**config.mk**
```make
export PLATFORM = sky130hd
export DESIGN_NAME = cic_comp_fir
export DESIGN_NICKNAME = d
export VERILOG_FILES = /design/src/rtl/cic_comp_pkg.sv /design/src/rtl/cic_comp_coef_ram.sv /design/src/rtl/cic_comp_fir.sv
export SDC_FILE = /design/constraint.sdc
export NUM_CORES = 2
export LEC_CHECK = 0
export ABC_AREA = 1
export BUFFER_PORTS_ARGS = -buffer_cell sky130_fd_sc_hd__buf_2
export CAP_MARGIN = 20
export CORE_MARGIN = 2
export CORE_UTILIZATION = 25
export DETAILED_ROUTE_END_ITERATION = 16
export SYNTH_ARGS = -nofsm -noshare
export SYNTH_HDL_FRONTEND = slang
export SYNTH_SLANG_ARGS = --single-unit
```
**constraint.sdc**
```tcl
create_clock -name clk -period 7.4 [get_ports clk]
set_input_delay 1.11 -clock clk [delete_from_list [all_inputs] [get_ports clk]]
set_output_delay 1.11 -clock clk [all_outputs]
set_load 0.005 [all_outputs]
```
**src/rtl/cic_comp_pkg.sv**
```systemverilog
// Shared definitions for the CIC compensation FIR.
//   DEFAULT_COEF : reset value of every tap; with 16 taps in Q2.16 the
//                  taps sum to 1.0, a unity-gain boxcar
//   state_t      : sequencer states
//   acc_width()  : accumulator width that cannot wrap for a given sample
//                  width, coefficient width and tap count
package cic_comp_pkg;

  localparam int unsigned DEFAULT_COEF = 4096;

  typedef enum logic [1:0] {
    IDLE,
    MAC,
    ROUND,
    OUT
  } state_t;

  function automatic int unsigned acc_width(input int unsigned data_w,
                                            input int unsigned coef_w,
                                            input int unsigned ntaps);
    return data_w + coef_w + $clog2(ntaps);
  endfunction

endpackage

```
**src/rtl/cic_comp_coef_ram.sv**
```systemverilog
// Coefficient register file: NTAPS entries of COEF_WIDTH bits, one
// synchronous write port and one asynchronous read port. Every entry
// returns to DEFAULT_COEF on reset.
//   clk, rst_n : clock, asynchronous active-low reset
//   we_i       : write enable (already qualified by the caller)
//   waddr_i    : write tap index
//   wdata_i    : write coefficient
//   raddr_i    : read tap index
//   rdata_o    : coefficient at raddr_i (0 for out-of-range indices)
module cic_comp_coef_ram
  import cic_comp_pkg::*;
#(
  parameter int unsigned NTAPS      = 16,
  parameter int unsigned COEF_WIDTH = 18,
  parameter int unsigned ADDR_WIDTH = $clog2(NTAPS)
) (
  input  logic                  clk,
  input  logic                  rst_n,
  input  logic                  we_i,
  input  logic [ADDR_WIDTH-1:0] waddr_i,
  input  logic [COEF_WIDTH-1:0] wdata_i,
  input  logic [ADDR_WIDTH-1:0] raddr_i,
  output logic [COEF_WIDTH-1:0] rdata_o
);

  logic [COEF_WIDTH-1:0] mem_q [NTAPS];

  always_ff @(posedge clk or negedge rst_n) begin
    if (!rst_n) begin
      for (int unsigned i = 0; i < NTAPS; i++) begin
        mem_q[i] <= COEF_WIDTH'(DEFAULT_COEF);
      end
    end else if (we_i && (32'(waddr_i) < NTAPS)) begin
      mem_q[waddr_i] <= wdata_i;
    end
  end

  always_comb begin
    rdata_o = '0;
    if (32'(raddr_i) < NTAPS) begin
      rdata_o = mem_q[raddr_i];
    end
  end

endmodule

```
**src/rtl/cic_comp_fir.sv**
```systemverilog
// Time-multiplexed compensation FIR with output decimation, placed after
// a CIC decimator. One multiply-accumulate walks all NTAPS taps per
// output, then the result is rounded, saturated to DATA_WIDTH and offered
// on an AXI-Stream master.
//   clk, rst_n       : single clock, asynchronous active-low reset
//   S_AXIS_tdata     : input sample in tdata[DATA_WIDTH-1:0], signed
//   S_AXIS_tvalid    : input valid
//   S_AXIS_tready    : input ready, high only while idle
//   M_AXIS_tdata     : filtered sample, sign-extended (SE=1) or zero-padded
//   M_AXIS_tvalid    : output valid, held until M_AXIS_tready
//   M_AXIS_tready    : output ready
//   coef_wr          : coefficient write strobe, honoured only while idle
//   coef_addr        : tap index for the write
//   coef_data        : signed coefficient, Q2.16 by default
//   busy             : high whenever the sequencer is not idle
//   sat              : one-cycle pulse alongside an output that saturated
module cic_comp_fir
  import cic_comp_pkg::*;
#(
  parameter int unsigned AXIS_TDATA_WIDTH = 32,
  parameter int unsigned DATA_WIDTH       = 14,
  parameter int unsigned NTAPS            = 16,
  parameter int unsigned COEF_WIDTH       = 18,
  parameter int unsigned COEF_FRAC        = 16,
  parameter int unsigned DECIM            = 2,
  parameter bit          SE               = 1'b1
) (
  input  logic                        clk,
  input  logic                        rst_n,
  input  logic [AXIS_TDATA_WIDTH-1:0] S_AXIS_tdata,
  input  logic                        S_AXIS_tvalid,
  output logic                        S_AXIS_tready,
  output logic [AXIS_TDATA_WIDTH-1:0] M_AXIS_tdata,
  output logic                        M_AXIS_tvalid,
  input  logic                        M_AXIS_tready,
  input  logic                        coef_wr,
  input  logic [$clog2(NTAPS)-1:0]    coef_addr,
  input  logic [COEF_WIDTH-1:0]       coef_data,
  output logic                        busy,
  output logic                        sat
);

  localparam int unsigned AW     = $clog2(NTAPS);
  localparam int unsigned ACC_W  = acc_width(DATA_WIDTH, COEF_WIDTH, NTAPS);
  localparam int unsigned PROD_W = DATA_WIDTH + COEF_WIDTH;
  localparam int unsigned PH_W   = (DECIM > 1) ? $clog2(DECIM) : 1;
  localparam int unsigned PAD_W  = AXIS_TDATA_WIDTH - DATA_WIDTH;

  localparam logic signed [ACC_W-1:0] ROUND_HALF = ACC_W'(64'd1 << (COEF_FRAC - 1));
  localparam logic signed [ACC_W-1:0] SAT_MAX    = ACC_W'((64'd1 << (DATA_WIDTH - 1)) - 64'd1);
  // Bitwise inverse of 2^(N-1)-1 is -2^(N-1).
  localparam logic signed [ACC_W-1:0] SAT_MIN    = ~SAT_MAX;

  // ---------------------------------------------------------------------
  // Sequencer
  // ---------------------------------------------------------------------
  state_t state_q, state_d;

  logic            in_ready;
  logic            accept;
  logic            trigger;
  logic [PH_W-1:0] phase_q, phase_d;
  logic [AW-1:0]   k_q;

  assign accept  = S_AXIS_tvalid && in_ready;
  assign trigger = (phase_q == PH_W'(DECIM - 1));

  always_ff @(posedge clk or negedge rst_n) begin
    if (!rst_n) begin
      state_q <= IDLE;
    end else begin
      state_q <= state_d;
    end
  end

  always_comb begin
    state_d = state_q;
    unique case (state_q)
      IDLE:    if (accept && trigger) state_d = MAC;
      MAC:     if (k_q == AW'(NTAPS - 1)) state_d = ROUND;
      ROUND:   state_d = OUT;
      OUT:     if (M_AXIS_tready) state_d = IDLE;
      default: state_d = IDLE;
    endcase
  end

  always_comb begin
    in_ready = 1'b0;
    busy     = 1'b1;
    if (state_q == IDLE) begin
      in_ready = 1'b1;
      busy     = 1'b0;
    end
  end

  assign S_AXIS_tready = in_ready;

  always_comb begin
    phase_d = phase_q;
    if (accept) begin
      phase_d = trigger ? '0 : phase_q + PH_W'(1);
    end
  end

  // ---------------------------------------------------------------------
  // Coefficients
  // ---------------------------------------------------------------------
  logic [COEF_WIDTH-1:0] coef_rd;

  cic_comp_coef_ram #(
    .NTAPS      (NTAPS),
    .COEF_WIDTH (COEF_WIDTH),
    .ADDR_WIDTH (AW)
  ) u_coef_ram (
    .clk     (clk),
    .rst_n   (rst_n),
    .we_i    (coef_wr && (state_q == IDLE)),
    .waddr_i (coef_addr),
    .wdata_i (coef_data),
    .raddr_i (k_q),
    .rdata_o (coef_rd)
  );

  // ---------------------------------------------------------------------
  // Datapath
  // ---------------------------------------------------------------------
  logic signed [DATA_WIDTH-1:0] x_q [NTAPS];
  logic signed [DATA_WIDTH-1:0] sample_in;
  logic signed [PROD_W-1:0]     prod;
  logic signed [ACC_W-1:0]      acc_q;
  logic signed [ACC_W-1:0]      rounded;
  logic signed [DATA_WIDTH-1:0] y_sat;
  logic                         sat_det;
  logic [AXIS_TDATA_WIDTH-1:0]  tdata_q, tdata_d;
  logic                         tvalid_q;
  logic                         sat_q;
  logic                         unused_tdata_hi;

  assign sample_in       = S_AXIS_tdata[DATA_WIDTH-1:0];
  assign unused_tdata_hi = ^S_AXIS_tdata[AXIS_TDATA_WIDTH-1:DATA_WIDTH];

  always_comb begin
    prod = PROD_W'($signed(coef_rd)) * PROD_W'(x_q[k_q]);
  end

  always_comb begin
    rounded = (acc_q + ROUND_HALF) >>> COEF_FRAC;
    sat_det = 1'b0;
    y_sat   = rounded[DATA_WIDTH-1:0];
    if (rounded > SAT_MAX) begin
      y_sat   = SAT_MAX[DATA_WIDTH-1:0];
      sat_det = 1'b1;
    end else if (rounded < SAT_MIN) begin
      y_sat   = SAT_MIN[DATA_WIDTH-1:0];
      sat_det = 1'b1;
    end
    tdata_d = {{PAD_W{SE & y_sat[DATA_WIDTH-1]}}, y_sat};
  end

  always_ff @(posedge clk or negedge rst_n) begin
    if (!rst_n) begin
      for (int unsigned i = 0; i < NTAPS; i++) begin
        x_q[i] <= '0;
      end
      phase_q  <= '0;
      k_q      <= '0;
      acc_q    <= '0;
      tdata_q  <= '0;
      tvalid_q <= 1'b0;
      sat_q    <= 1'b0;
    end else begin
      sat_q   <= 1'b0;
      phase_q <= phase_d;
      if (accept) begin
        for (int unsigned i = 1; i < NTAPS; i++) begin
          x_q[i] <= x_q[i-1];
        end
        x_q[0] <= sample_in;
      end
      unique case (state_q)
        IDLE: begin
          k_q <= '0;
          if (accept && trigger) acc_q <= '0;
        end
        MAC: begin
          acc_q <= acc_q + ACC_W'(prod);
          k_q   <= k_q + AW'(1);
        end
        ROUND: begin
          tdata_q  <= tdata_d;
          tvalid_q <= 1'b1;
          sat_q    <= sat_det;
        end
        OUT: begin
          if (M_AXIS_tready) tvalid_q <= 1'b0;
        end
        default: ;
      endcase
    end
  end

  assign M_AXIS_tdata  = tdata_q;
  assign M_AXIS_tvalid = tvalid_q;
  assign sat           = sat_q;

endmodule
```
# Word-level counts from Yosys, hierarchy flattened
# Index checks and enable logic that the tools add are counted.
# totals
register_bits,571
input_bits,59
# op_classes
bitwise,2
n_mul,1
n_reduce_logical,10
add_sub_neg,4
n_lt_le_gt_ge,5
n_eq_ne,7
muxes,26
# ops
operator,n
$bwmux 288,1
$bmux 18 s4,1
$demux 18 s4,1
$pmux 36 s2,1
$bmux 14 s4,1
$mux 14,4
$mux 18,3
$add 36x17->36 const B,1
$add 36x32->36,1
$mux 36,1
$mul 18x14->32,1
$gt 20x14->1 const B,1
$lt 20x14->1 const B,1
$ge 5x5->1 const B,2
$not 4->5,2
$pmux 2 s4,1
$pmux 4 s2,1
$mux 1,7
$mux 2,3
$lt 5x1->1 const B,1
$add 4x1->4 const B,1
$eq 2x2->1 const B,2
$eq 4x4->1 const B,1
$logic_and 1x1->1,4
9 further kinds,12

# Depth between registers and ports, before layout
# depth
ltp_word,7
depth_mapped,36

# By module
# Synthesis repeated with hierarchy kept, for this count alone.
# hier_totals
cells_unflattened,4914
area_unflattened_um2,38792.2
# by_module_without_submodules
module,n_inst,cells_each,area_each_um2
cic_comp_fir,1,3064,24808.8
cic_comp_coef_ram,1,1850,13983.4

# Worst setup path after synthesis
# No wires, ideal clock.
# synth_path
path_kind,reg2reg
from,reg k_q[0]
to,reg acc_q[25]
slack_ns,0.608
stages_incl_launch_ff,29
t_required_ns,7.268
arrival_time_ns,6.660
setup_time_ns,0.132
cell_sequence,dfrtp_1 buf_4 inv_4 clkbuf_1 nand2_1 a21o_1 nand3_1 nand2_1 nor2_1 inv_1 fa_1 fa_1 inv_1 fa_1 fa_1 fa_1 inv_1 fa_1 inv_1 ha_1 nand2_1 nor2_1 inv_1 nor3_1 nand4_1 nand3_1 nand2_1 nand2_1 o22ai_1
# synth_between
elab_chain_len,7
word_cells_on_any_way,10
cone_classes,1 x add/sub; 1 x mul; 7 x mux; 1 x bitwise
# synth_lines
element,line_no,rtl
from (decl),cic_comp_fir.sv:63,logic [AW-1:0] k_q;
from (signal assigned),cic_comp_fir.sv:187,k_q <= k_q + AW'(1);
$not 4->5 (not written as such) *,"cic_comp_coef_ram.sv:41, cic_comp_fir.sv:143",
$bmux 18 s4 / $bmux 14 s4 (equally long branches),"cic_comp_coef_ram.sv:41, cic_comp_fir.sv:143",
$mux 18 (not written as such) / $mux 14 (equally long branches) (2 in a row),"cic_comp_coef_ram.sv:41, cic_comp_fir.sv:143",
$mul 18x14->32 *,cic_comp_fir.sv:143,prod = PROD_W'($signed(coef_rd)) * PROD_W'(x_q[k_q]);
$add 36x32->36 *,cic_comp_fir.sv:186,acc_q <= acc_q + ACC_W'(prod);
$pmux 36 s2 *,cic_comp_fir.sv:180,unique case (state_q)
to (signal assigned),cic_comp_fir.sv:186,
to (decl),cic_comp_fir.sv:130,logic signed [ACC_W-1:0] acc_q;
# Every way passes the cells marked *; elsewhere a longest branch is shown, timed or not. The select of a mux whose other input is x is not followed.
# A chain may end at the register's enable or synchronous reset.

# Final worst setup path
# layout_path
from,reg k_q[1]
to,reg acc_q[32]
# Same word-level chain as after synthesis.

==> impl.org <==
** Critical path
- On the worst path, the slowest cell contributes a delay of 0.58 ns.
- Broken down by cell family, the worst path's largest delay share belongs to adder cells.
- Among the stages of the critical path, the cell type that occurs most often is sky130_fd_sc_hd__fa_1.
- Crit path required time :: 7.94 ns
- Max FO, Critical Path :: 13
- Worst Setup End Kind :: register
- STA classifies the critical path startpoint as a register.
- Together, buffers and inverters on the worst path number 8.
- The worst setup path is of the reg -> reg kind.
- The setup check on the worst reg-to-reg path leaves a slack of 0.32 ns.
- CP Data Arrival Time :: 7.62 ns
- Among all stages on the critical path, the largest delay is contributed by sky130_fd_sc_hd__dfrtp_4.

** Timing
- Portion of the clock cycle consumed by the worst path in the final layout :: 0.957
- The max-slew violation total from the final report came to 0.
- Worst relative slew slack :: 0.325
- Final setup vio count :: 0
- The final count of hold timing violations was 0.
- Static timing analysis puts the maximum clock frequency at 0.141 GHz.
- Final clock skew :: 0.0537 ns
- Final hold analysis gives a worst-case slack of 0.473 ns.
- For the pin with the worst max-slew slack, the measured transition is 1.01 ns.
- The smallest clock period supported by the final layout is computed as 7.08 ns.

** Logic synthesis
- Post-synthesis sequential element count :: 571
- The share of synthesized area in the top cell type comes to 0.374.
- During synthesis, Yosys emitted a total of 0 warnings.
- The synthesized netlist occupies a cell area of ~37000 um^2.
- Top cells by area, synth :: sky130_fd_sc_hd__dfrtp_1 (37%), sky130_fd_sc_hd__fa_1 (17%), sky130_fd_sc_hd__nand2_1 (11%), sky130_fd_sc_hd__o21ai_0 (8.5%), sky130_fd_sc_hd__inv_1 (6.3%)
- Synthesis produced a netlist with a net count of 4841.
- Synthesis instantiated 51 different standard cells from the library.
- Count of mapped cells out of synthesis :: 4368
- Part of the Yosys area used for sequential elements :: 0.385
- Cell type contributing the most total cell area after synthesis :: sky130_fd_sc_hd__dfrtp_1
- Avg Synthesized Cell Area :: 8.51 um^2

** Die
- Number of ports placed on the die boundary :: 95
- Core ar. :: 148000 um^2
- The floorplan step defined a die boundary enclosing 152000 um^2.
- The floorplan step set the die height to slightly below 400 um.
- Count of standard-cell rows :: 141
- Chip Width :: 390 um
- The initial utilization of the core area, before any placement, comes to 0.252.

** GRT
- Wire length of the first global-routing pass :: 169000 um
- Combined global-route utilization of all metal layers :: 0.139
- Total congestion overflow :: 0
- Vias in the first global route :: 29700
- Largest net degree at the start of global routing :: 149
- The initial antenna violation count was 4.

** Detailed routing
- The first detailed-routing pass ran for 6 iterations.
- Iteration-0 DRC Markers :: ~2500
- The count of nets left with antenna violations once routing finished came out at 0.
- After detailed routing, the average wire length per cell comes to 16.4 um.
- Summing over every cut layer, the via total after detailed routing is around 30000.
- For this run, design rule violations remaining after detail routing come to 0.
- Final wirelength :: approximately 110000 um
- Drt via density :: 4.69

** CTS
- In this run the number of H-tree levels came out at 3.
- Latest clock arrival within the worst-skew pair :: 0.66 ns
- CTS placed an instance of sky130_fd_sc_hd__clkbuf_16 at the clock tree root.
- Clock-pin slew reported for the worst setup and hold paths after clock tree synthesis :: 0.06 ns
- Counting every sink on the clock net gives 571.
- Buffers inserted to repair hold after CTS numbered 0.
- In this run the deepest clock path goes through 3 buffers.
- Number of buffers created by CTS :: 68
- TritonCTS built the clock tree.

** Final layout
- At the end of the flow the core is filled with cells to 0.290.
- The layout has 15500 filler cells.
- Area added between synthesis and finish :: 15.3%
- Sequential cell area :: 14300 um^2
- Layout net count :: roughly 5000
- Final non-filler cell total :: 6403
- Summing all multi-input logic gate instances after layout gives 19300 um^2.
- Of the cells placed in the final design, the portion with a size suffix greater than 1 is 0.0964.

** Outcome
- The run finished with clean final reports.

** Hold path
- Class of the most critical hold timing path :: reg -> reg

** Run
- The tool flagged a number of max-cap violations equal to 0.

** Place
- PortBufs :: 76
- Including well taps, the total number of placed cells is about 6300.
- GP Congestion :: 0.900
- The wire-length estimate of the detail-placed layout is 73500 um.
==> state kept, by name (all words and copies together) (netlist names) <==
register          count
M_AXIS_tdata         14
acc_q                36
state_q               2
u_coef_ram.mem_q    288
k_q                   4
x_q                 224
sat                   1
phase_q               1
M_AXIS_tvalid         1
==> cell usage in the layout (no fill, tap or decap), types with 8 or more instances in the layout <==
cell and n:
sky130_fd_sc_hd__o2111ai_1 41, sky130_fd_sc_hd__a21oi_1 183, sky130_fd_sc_hd__o221ai_1 121, sky130_fd_sc_hd__nand2_2 15
sky130_fd_sc_hd__nand2_1 1064, sky130_fd_sc_hd__buf_4 133, sky130_fd_sc_hd__fa_1 306, sky130_fd_sc_hd__clkbuf_16 71
sky130_fd_sc_hd__clkbuf_8 14, sky130_fd_sc_hd__o22ai_1 8, sky130_fd_sc_hd__inv_1 617, sky130_fd_sc_hd__nand3_1 101
sky130_fd_sc_hd__o211ai_1 11, sky130_fd_sc_hd__xor2_1 13, sky130_fd_sc_hd__clkbuf_1 21, sky130_fd_sc_hd__buf_2 75
sky130_fd_sc_hd__dfstp_2 16, sky130_fd_sc_hd__buf_12 23, sky130_fd_sc_hd__o21ai_0 628, sky130_fd_sc_hd__nor2_1 216
sky130_fd_sc_hd__dfrtp_1 551, sky130_fd_sc_hd__ha_1 105, sky130_fd_sc_hd__inv_2 17, sky130_fd_sc_hd__nand4_1 8
==> per-stage QoR <==
stage	cell area (um^2)	setup TNS [ns]	worst slack [ns]
final	42800	0	0.317
after global routing	42800	-0.00378	-0.00378
after CTS	42600	0	0.00536
after detailed placement	40200	0	0.0871
after global placement	40200	0	0.136
after floorplan	37200	0	0.608
==> cells in the mapped netlist (all sizes together) <==
master	number
nand4	8
clkbuf	135
nand3b	1
and2	3
and3	1
dfrtp	555
nor2	224
o211ai	14
fa	309
xor2	13
o21ai	633
clkinv	2
inv	641
xnor2	6
nand2	1085
nor3	10
a211oi	1
o2111ai	41
dfstp	16
a31oi	4
o22ai	8
ha	105
o2bb2ai	1
or2	1
a21oi	184
nand3	103
a21o	5
o21bai	5
a21boi	4
a22o	4
buf	124
nand2b	1
o221ai	121
==> routing by layer <==
| layer | wire (um) | vias to the layer above | share of wire | GRT usage |
|---|---|---|---|---|
| met5 | 0 | - | 0 | 0 |
| met4 | 2930 | 0 | 0.028 | 0.0416 |
| met3 | 6330 | 130 | 0.060 | 0.0199 |
| met2 | 47700 | 817 | 0.45 | 0.219 |
| met1 | 48200 | 15100 | 0.46 | 0.197 |
| li1 | - | 14000 | - | - |
==> worst paths after layout <==
path,depth (start not counted),endpoint,startpoint
hold / removal,1,phase_q,phase_q
min in group asynchronous,1,x_q[175],rst_n
setup / recovery,27,acc_q[32],k_q[1]
setup reg to reg,27,acc_q[32],k_q[1]
hold reg to reg,1,phase_q,phase_q
max in group asynchronous,2,M_AXIS_tdata[11],rst_n
==> cell families (layout without fill, tap and decap cells) <==
logic type / Yosys count / count (layout) / share of synthesized area
AO/OA/AOI/OAI: 1025 / 1025 / 0.158
XOR/XNOR: 19 / 19 / 0.00448
adder cells (fa/ha/maj): 414 / 414 / 0.202
buffers and inverters: 902 / 1005 / 0.0980
flip-flops: 571 / 571 / 0.385
other: 0 / 2 / 0
AND/OR/NAND/NOR: 1437 / 1437 / 0.152
==> what timing repair did <==
item	4_1_cts	5_1_grt
endpoints found under the hold margin	0	0
setup endpoints to repair	0	20
resized for setup	0	32
setup buffers	0	5
==> worst reg2reg max path: stages, from the launching register on <==
cell,delay [ns]
sky130_fd_sc_hd__dfrtp_4,0.58
sky130_fd_sc_hd__nand2_8,0.16
sky130_fd_sc_hd__buf_4,0.24
sky130_fd_sc_hd__o2111ai_1,0.13
sky130_fd_sc_hd__nand3_1,0.14
sky130_fd_sc_hd__nand2_1,0.28
sky130_fd_sc_hd__nor2_2,0.29
sky130_fd_sc_hd__clkinvlp_4,0.14
sky130_fd_sc_hd__buf_12,0.16
sky130_fd_sc_hd__buf_4,0.14
sky130_fd_sc_hd__fa_1,0.48
sky130_fd_sc_hd__fa_1,0.56
sky130_fd_sc_hd__inv_1,0.06
sky130_fd_sc_hd__fa_1,0.48
sky130_fd_sc_hd__fa_1,0.55
sky130_fd_sc_hd__inv_1,0.05
sky130_fd_sc_hd__fa_1,0.45
sky130_fd_sc_hd__fa_1,0.50
sky130_fd_sc_hd__inv_1,0.05
sky130_fd_sc_hd__ha_1,0.33
sky130_fd_sc_hd__inv_1,0.07
sky130_fd_sc_hd__o21ai_0,0.14
sky130_fd_sc_hd__a21boi_0,0.26
sky130_fd_sc_hd__o21ai_0,0.24
sky130_fd_sc_hd__a21oi_1,0.24
sky130_fd_sc_hd__nand3_1,0.10
sky130_fd_sc_hd__nand2_1,0.06
sky130_fd_sc_hd__o21ai_0,0.07
==> area by class of cell <==
type | count | area share
clock inverters | 20 | 0.00827
well taps | 1930 | 0.0564
repair buffers | 239 | 0.0475
clock buffers | 103 | 0.0461
inverters | 643 | 0.0570
flip-flops and latches | 571 | 0.334
diodes | 2 | 0.000117
multi-input cells | 2895 | 0.450
Power is not shown: default switching activity piles up to over one toggle a cycle in this logic, so the estimate is an artifact.
